--- src/rtl/rr_grant_ctrl_if.sv ---
// rtl/rr_grant_ctrl_if.sv - request/grant bundle between requesters and the arbiter
interface rr_grant_ctrl_if;
  logic       en;
  logic [7:0] req;
  logic [2:0] grant_idx;
  logic       grant_valid;
  logic [7:0] grant_onehot;
  logic       timeout;

  // Requester side drives enable and requests, observes the grant
  modport master (
    output en, req,
    input  grant_idx, grant_valid, grant_onehot, timeout
  );

  // Arbiter side consumes requests, drives the registered grant
  modport slave (
    input  en, req,
    output grant_idx, grant_valid, grant_onehot, timeout
  );
endinterface

--- src/rtl/rr_grant_ctrl.sv ---
// rtl/rr_grant_ctrl.sv - round-robin arbiter driving the shared 3-to-8 select decoder
module rr_grant_ctrl #(
  parameter int MAX_HOLD = 16,
  parameter int HOLD_W   = 8
) (
  input logic            clk,
  input logic            rst_n,
  rr_grant_ctrl_if.slave bus
);

  typedef enum logic {IDLE, GRANT} state_t;

  // Counter value on the final permitted cycle of a grant; unused when MAX_HOLD is 0
  localparam logic [HOLD_W-1:0] HOLD_LAST = (MAX_HOLD == 0) ? '0 : HOLD_W'(MAX_HOLD - 1);
  localparam logic [HOLD_W-1:0] HOLD_SAT  = '1;

  state_t            state_q, state_d;
  logic [2:0]        idx_q, idx_d;
  logic [2:0]        last_q, last_d;
  logic              valid_q, valid_d;
  logic [7:0]        onehot_q, onehot_d;
  logic              timeout_q, timeout_d;
  logic [HOLD_W-1:0] hold_q, hold_d;

  logic [2:0]        winner;
  logic              winner_found;
  logic [2:0]        cand;

  // Search starts just after the previous owner so it gets lowest priority; k=8 wraps back to last
  always_comb begin
    winner       = '0;
    winner_found = 1'b0;
    cand         = '0;
    for (int k = 1; k <= 8; k++) begin
      cand = last_q + 3'(k);
      if (!winner_found && bus.req[cand]) begin
        winner       = cand;
        winner_found = 1'b1;
      end
    end
  end

  // Next-state and next-output decisions; outputs are only ever taken from registers
  always_comb begin
    state_d   = state_q;
    idx_d     = idx_q;
    last_d    = last_q;
    valid_d   = valid_q;
    onehot_d  = onehot_q;
    timeout_d = 1'b0;
    hold_d    = hold_q;
    case (state_q)
      IDLE: begin
        if (bus.en && winner_found) begin
          state_d  = GRANT;
          idx_d    = winner;
          last_d   = winner;
          valid_d  = 1'b1;
          onehot_d = 8'b1 << winner;
          hold_d   = '0;
        end
      end
      GRANT: begin
        // Owner release wins over expiry so a voluntary drop never reports a timeout
        if (!bus.req[idx_q]) begin
          state_d  = IDLE;
          valid_d  = 1'b0;
          onehot_d = '0;
        end else if (MAX_HOLD != 0 && hold_q == HOLD_LAST) begin
          state_d   = IDLE;
          valid_d   = 1'b0;
          onehot_d  = '0;
          timeout_d = 1'b1;
        end else if (hold_q != HOLD_SAT) begin
          hold_d = hold_q + HOLD_W'(1);
        end
      end
      default: begin
        state_d  = IDLE;
        valid_d  = 1'b0;
        onehot_d = '0;
      end
    endcase
  end

  // State and output registers; reset drops any grant immediately and rewinds the pointer to 7
  always_ff @(posedge clk or negedge rst_n) begin
    if (!rst_n) begin
      state_q   <= IDLE;
      idx_q     <= '0;
      last_q    <= 3'd7;
      valid_q   <= 1'b0;
      onehot_q  <= '0;
      timeout_q <= 1'b0;
      hold_q    <= '0;
    end else begin
      state_q   <= state_d;
      idx_q     <= idx_d;
      last_q    <= last_d;
      valid_q   <= valid_d;
      onehot_q  <= onehot_d;
      timeout_q <= timeout_d;
      hold_q    <= hold_d;
    end
  end

  assign bus.grant_idx    = idx_q;
  assign bus.grant_valid  = valid_q;
  assign bus.grant_onehot = onehot_q;
  assign bus.timeout      = timeout_q;

endmodule

--- src/flat_wrapper.sv ---
// flat-port wrapper written by rule: the top's interface ports become plain ports
module rr_grant_ctrl_flat 
#(
  parameter int MAX_HOLD = 16,
  parameter int HOLD_W   = 8
)
  (clk, rst_n, bus_en, bus_req, bus_grant_idx, bus_grant_valid, bus_grant_onehot, bus_timeout);
  rr_grant_ctrl_if bus_i ();
  input logic clk;
  input logic rst_n;
  input wire logic [$bits(bus_i.en)-1:0] bus_en;
  input wire logic [$bits(bus_i.req)-1:0] bus_req;
  output wire logic [$bits(bus_i.grant_idx)-1:0] bus_grant_idx;
  output wire logic [$bits(bus_i.grant_valid)-1:0] bus_grant_valid;
  output wire logic [$bits(bus_i.grant_onehot)-1:0] bus_grant_onehot;
  output wire logic [$bits(bus_i.timeout)-1:0] bus_timeout;
  assign bus_i.en = bus_en;
  assign bus_i.req = bus_req;
  assign bus_grant_idx = bus_i.grant_idx;
  assign bus_grant_valid = bus_i.grant_valid;
  assign bus_grant_onehot = bus_i.grant_onehot;
  assign bus_timeout = bus_i.timeout;
  rr_grant_ctrl #(.MAX_HOLD(MAX_HOLD), .HOLD_W(HOLD_W)) u_core (.clk(clk), .rst_n(rst_n), .bus(bus_i));
endmodule
--- config.mk ---
export PLATFORM = sky130hd
export DESIGN_NAME = rr_grant_ctrl_flat
export DESIGN_NICKNAME = d
export VERILOG_FILES = /design/src/rtl/rr_grant_ctrl_if.sv /design/src/rtl/rr_grant_ctrl.sv /design/src/flat_wrapper.sv
export SDC_FILE = /design/constraint.sdc
export NUM_CORES = 1
export LEC_CHECK = 0
export ABC_AREA = 1
export ABC_CLOCK_PERIOD_IN_PS = 3900
export CAP_MARGIN = 10
export CORE_AREA = 2 2 74 69
export DETAILED_ROUTE_END_ITERATION = 8
export DIE_AREA = 0 0 76 71
export GPL_TIMING_DRIVEN = 0
export PLACE_DENSITY_LB_ADDON = 0.25
export SLEW_MARGIN = 20
export SYNTH_ARGS = -nofsm -noshare
export SYNTH_HDL_FRONTEND = slang
export SYNTH_SLANG_ARGS = --single-unit
--- constraint.sdc ---
create_clock -name clk -period 3.9 [get_ports clk]
set_input_delay 0.78 -clock clk [delete_from_list [all_inputs] [get_ports clk]]
set_output_delay 0.78 -clock clk [all_outputs]
set_load 0.1 [all_outputs]
==> flow_metrics.py, run 1 <==
metrics = {
    "grt": {
        "grt_pass1_wl_um": 8480,
        "grt_pass1_vias": 1902,
        "track_usage_pct": 18.8,
        "antenna_found_initial": 0,
        "grt.overflow.total": 0,
        "grt_max_degree": 26,
    },
    "timing": {
        "worst_slew_pin_slew_ns": 0.970,
        "fin_skew_ns": 0.0103,
        "tns_ns": 0,
        "slew_viol_final": 0,
        "rsz0062_at_grt": "false",
        "hold_viol": 0,
        "max_freq_mhz": 284,
        "relSlewSlack_pct": 35.1,
        "setup-violations-final": 0,
        "holdWs_ns": 0.479,
        "final.period_utilization_pct": 90.4,
        "finalCriticalPeriod_ns": 3.52,
    },
    "layout": {
        "diodes": 0,
        "fin_nets": 346,
        "finish.instance_area_sq_mm": 0.00236,
        "final_cells": 396,
        "final_cell_mix": "nand2_1 (89), nand3_1 (49), inv_1 (31)",
        "final_common_cell": "nand2_1",
        "drive_above_1_share_pct": 10.3,
        "areaGrowthSynthToFinish_pct": 17.6,
    },
    "cts": {
        "cts_root_buffer": "clkbuf_8",
        "cts_tree": "built",
        "cts_buffers": 3,
        "cts_buffer_depth": 2,
        "path_clk_slew_ns": 0.09,
        "cts_setup_buffers": 0,
        "hold_buffers": 0,
        "cts_resized": 0,
        "cts_sinks": 25,
        "htree_levels": 1,
        "clk_latency_ns": 0.27,
    },
    "detailed_routing": {
        "wl_per_cell_um": 12.0,
        "drc_errors": 0,
        "via_count": 2018,
        "drtIter0Drc": 120,
        "vias_per_cell": 5.10,
        "routed_wl_um": 4760,
        "dr.pass1.iters": 4,
        "ant_nets": 0,
    },
    "floorplan": {
        "die_w_um": 76,
        "rows": 24,
        "dieArea_sq_mm": 0.00540,
        "die_y_um": 71,
        "ios": 24,
        "core_sq_mm": 0.00465,
        "floorplan.initialDensity_pct": 43.2,
    },
    "placement": {
        "gp_congestion": 0.866,
        "place_inst": 392,
        "dp_hpwl_um": 3750,
        "place_area_sq_mm": 0.00232,
        "io_buffers": 23,
    },
    "job": {
        "maxCapViolCount": 0,
    },
    "worst_hold_path": {
        "hold_path_class": "in2async",
    },
    "critical_path": {
        "critPathLaunchType": "register",
        "critPathMaxFanout": 10,
        "critical_path_required_ns": 4.05,
        "endpoint_kind": "register",
        "worstPathArrival_ns": 3.68,
        "crit_type": "reg2reg",
    },
    "logic_synthesis": {
        "syn_nets": 318,
        "synthesis.area_sq_mm": 0.00201,
        "syn_inst": 304,
        "syn_area_per_cell_sq_um": 6.61,
        "synth.distinct_cells": 33,
        "synth_warnings": 0,
        "synth-seq-cells": 25,
        "ys_seq_area_share_pct": 31.3,
    },
    "status": {
        "outcome": "completed",
    },
}
[per-layer routing]
metal / global-route usage, % / vias up / part of all wire [%]
li1: - / 1064 / -
met1: 26.3 / 912 / 52
met2: 32.2 / 40 / 44
met3: 2.68 / 2 / 3.6
met4: 2.22 / 0 / 0.21
met5: 0 / - / 0
[synthesized netlist by cell type (all sizes together)]
cell	instances	area [sq um]
nand2	95	377
nand3	51	265
inv	34	128
nor2	31	140
o21ai	24	131
dfrtp	22	551
nand4	12	90.1
buf	5	40.0
o21bai	4	30.0
or2	4	25.0
dfstp	3	78.8
ha	3	37.5
xor2	3	26.3
a31oi	2	12.5
mux2i	2	20.0
nor3	2	10.0
o221ai	2	17.5
a21boi	1	7.51
and2	1	6.26
clkbuf	1	3.75
clkinv	1	3.75
xnor2	1	8.76
[flip-flops by register name, indices dropped and copies added, names as in the netlist]
| register | count |
|---|---|
| u_core.hold_q | 8 |
| u_core.bus.timeout | 1 |
| u_core.bus.grant_valid | 1 |
| u_core.state_q | 1 |
| u_core.bus.grant_idx | 3 |
| u_core.last_q | 3 |
| u_core.bus.grant_onehot | 8 |
[final timing paths]
kind	from	endpoint	slack, ns	cells after the start
worst min register to register	u_core.bus.grant_valid	u_core.bus.grant_valid	0.48	2
max in group asynchronous	rst_n	u_core.last_q[0]	3.04	1
worst min-delay path	rst_n	u_core.hold_q[0]	0.48	1
worst max register to register	u_core.last_q[1]	u_core.hold_q[0]	0.38	16
min in group clk	u_core.bus.grant_valid	u_core.bus.grant_valid	0.48	2
worst max-delay path	u_core.last_q[1]	u_core.hold_q[0]	0.38	16
[worst max-delay path: stages (launching register included)]
cell	delay, ns
dfstp_2	0.53
buf_2	0.24
clkinv_1	0.31
ha_1	0.49
inv_1	0.25
nand3_1	0.14
nand3_1	0.13
nand2_2	0.15
nor2_8	0.20
nand4_4	0.11
nor2_4	0.18
nand3_2	0.09
nand3_2	0.13
o21ai_2	0.10
nand2_4	0.11
buf_6	0.16
o21ai_0	0.09
[final cells by class]
type	instances	area, sq um
plain buffers	6	43.8
clock buffers	3	41.3
clock inverters	1	5.00
fillers	482	2290
inverters	35	131
multi-input cells	238	1200
flip-flops and latches	25	629
well taps	65	81.3
repair buffers	23	225
[cells by family after synthesis]
logic type	count (synthesis)	share of synthesized area, %
XOR/XNOR	4	1.74
adder cells (fa/ha/maj)	3	1.87
multiplexers	2	0.996
buffers and inverters	41	8.72
AO/OA/AOI/OAI	33	9.90
flip-flops	25	31.3
AND/OR/NAND/NOR	196	45.5
[metrics by stage]
step | worst slack (ns) | utilization, %
2_1_floorplan | 1.06 | -
3_3_place_gp | 0.422 | 49.9
3_5_place_dp | 0.378 | 49.8
4_1_cts | 0.381 | 50.8
5_1_grt | 0.0628 | 50.8
6_report | 0.376 | 50.8
Power of run 1 is left out: the tool's default activity adds up to more than one toggle a clock period on the data nets, which glitch-free logic cannot reach.
==> run 2, diff against run 1 <==
CORE_AREA = 2 2 70 66   (was 2 2 74 69)
DIE_AREA = 0 0 72 68   (was 0 0 76 71)
==> flow_metrics.py, run 2 (synthesis results as in run 1) <==
metrics = {
    "detailed_routing": {
        "wl_per_cell_um": 12.2,
        "vias_per_cell": 5.27,
        "routed_wl_um": 4660,
        "drc_errors": 0,
        "via_count": 2006,
        "ant_nets": 0,
        "drtIter0Drc": 87,
        "dr.pass1.iters": 4,
    },
    "cts": {
        "cts_tree": "built",
        "cts_setup_buffers": 0,
        "cts_sinks": 25,
        "cts_root_buffer": "clkbuf_8",
        "cts_resized": 0,
        "htree_levels": 1,
        "path_clk_slew_ns": 0.09,
        "clk_latency_ns": 0.28,
        "cts_buffer_depth": 2,
        "cts_buffers": 3,
        "hold_buffers": 0,
    },
    "placement": {
        "dp_hpwl_um": 3660,
        "place_area_sq_mm": 0.00230,
        "io_buffers": 23,
        "place_inst": 377,
        "gp_congestion": 0.869,
    },
    "timing": {
        "relSlewSlack_pct": 35.4,
        "slew_viol_final": 0,
        "setup-violations-final": 0,
        "rsz0062_at_grt": "false",
        "max_freq_mhz": 288,
        "fin_skew_ns": 0.00797,
        "tns_ns": 0,
        "finalCriticalPeriod_ns": 3.48,
        "final.period_utilization_pct": 89.2,
        "worst_slew_pin_slew_ns": 0.966,
        "hold_viol": 0,
    },
    "grt": {
        "grt_max_degree": 26,
        "grt_pass1_vias": 1747,
        "track_usage_pct": 20.8,
        "grt.overflow.total": 0,
        "grt_pass1_wl_um": 8090,
        "antenna_found_initial": 0,
    },
    "layout": {
        "final_cell_mix": "nand2_1 (89), nand3_1 (49), inv_1 (31)",
        "regArea_sq_um": 629,
        "finish.instance_area_sq_mm": 0.00234,
        "utilization_pct": 55.4,
        "drive_above_1_share_pct": 10.3,
        "final_common_cell": "nand2_1",
        "areaGrowthSynthToFinish_pct": 16.6,
        "diodes": 0,
        "fin_nets": 346,
        "fill_cells": 424,
        "final_cells": 381,
        "multi_input_area_sq_mm": 0.00120,
    },
    "critical_path": {
        "worstPathArrival_ns": 3.64,
        "r2r-start": "u_core.last_q[1]",
        "slowest_delay_ns": 0.53,
        "critPathMaxFanout": 10,
        "endpoint_kind": "register",
        "slowest_stage": "dfstp_2",
        "critPathLaunchType": "register",
        "cp_cell_sequence": "buf_2, clkinv_1, ha_1, inv_1, nand3_1, nand3_1, nand2_2, nor2_8, nand4_4, nor2_4, nand3_2, nand3_2, o21ai_2, nand2_4, buf_6, o21ai_0",
        "worstSetupStartpoint": "u_core.last_q[1]",
        "path_buf_inv": 4,
        "critical_path_required_ns": 4.06,
        "crit_type": "reg2reg",
        "critical_path.top_delay_family": "simple AND/OR/NAND/NOR gates",
    },
    "job": {
        "maxCapViolCount": 0,
    },
    "floorplan": {
        "ios": 24,
        "rows": 23,
        "die_y_um": 68,
        "dieArea_sq_mm": 0.00490,
        "core_sq_mm": 0.00423,
        "die_w_um": 72,
        "floorplan.initialDensity_pct": 47.5,
    },
    "worst_hold_path": {
        "hold_path_class": "in2async",
    },
    "status": {
        "outcome": "completed",
    },
}
[run 2: per-stage QoR]
stage	setup WS, ns	hold WS (ns)
3_3_place_gp	0.446	0.459
2_1_floorplan	1.06	0.484
3_5_place_dp	0.436	0.474
5_1_grt	0.0679	0.516
6_report	0.423	0.475
4_1_cts	0.427	0.497
[run 2: cell type report]
class / instances / share of cell area, %
timing repair buffer: 23 / 9.61
clock buffer: 3 / 1.76
clock inverter: 1 / 0.214
sequential: 25 / 26.9
tap: 50 / 2.67
buffer: 6 / 1.87
multi-input combinational: 238 / 51.4
inverter: 35 / 5.61
[run 2: path summary, 6_finish.rpt]
kind | slack (ns) | cells past startpoint | end
setup / recovery | 0.42 | 16 | u_core.hold_q[1]
hold / removal | 0.48 | 1 | u_core.bus.grant_onehot[2]
setup reg to reg | 0.42 | 16 | u_core.hold_q[1]
hold reg to reg | 0.49 | 2 | u_core.bus.grant_onehot[0]
max in group asynchronous | 3.04 | 1 | u_core.last_q[1]
min in group clk | 0.49 | 2 | u_core.bus.grant_onehot[0]
[run 2: per-layer routing]
metal  part of all wire [%]  wire [um]  vias up  track usage (%)
met3                    3.9        182        5             3.53
met2                     45       2100       42             33.0
li1                       -          -     1052                -
met4                   0.58         27        0             3.30
met1                     50       2350      907             30.2
met5                      0          0        -                0
Power of run 2 is left out for the same reason.
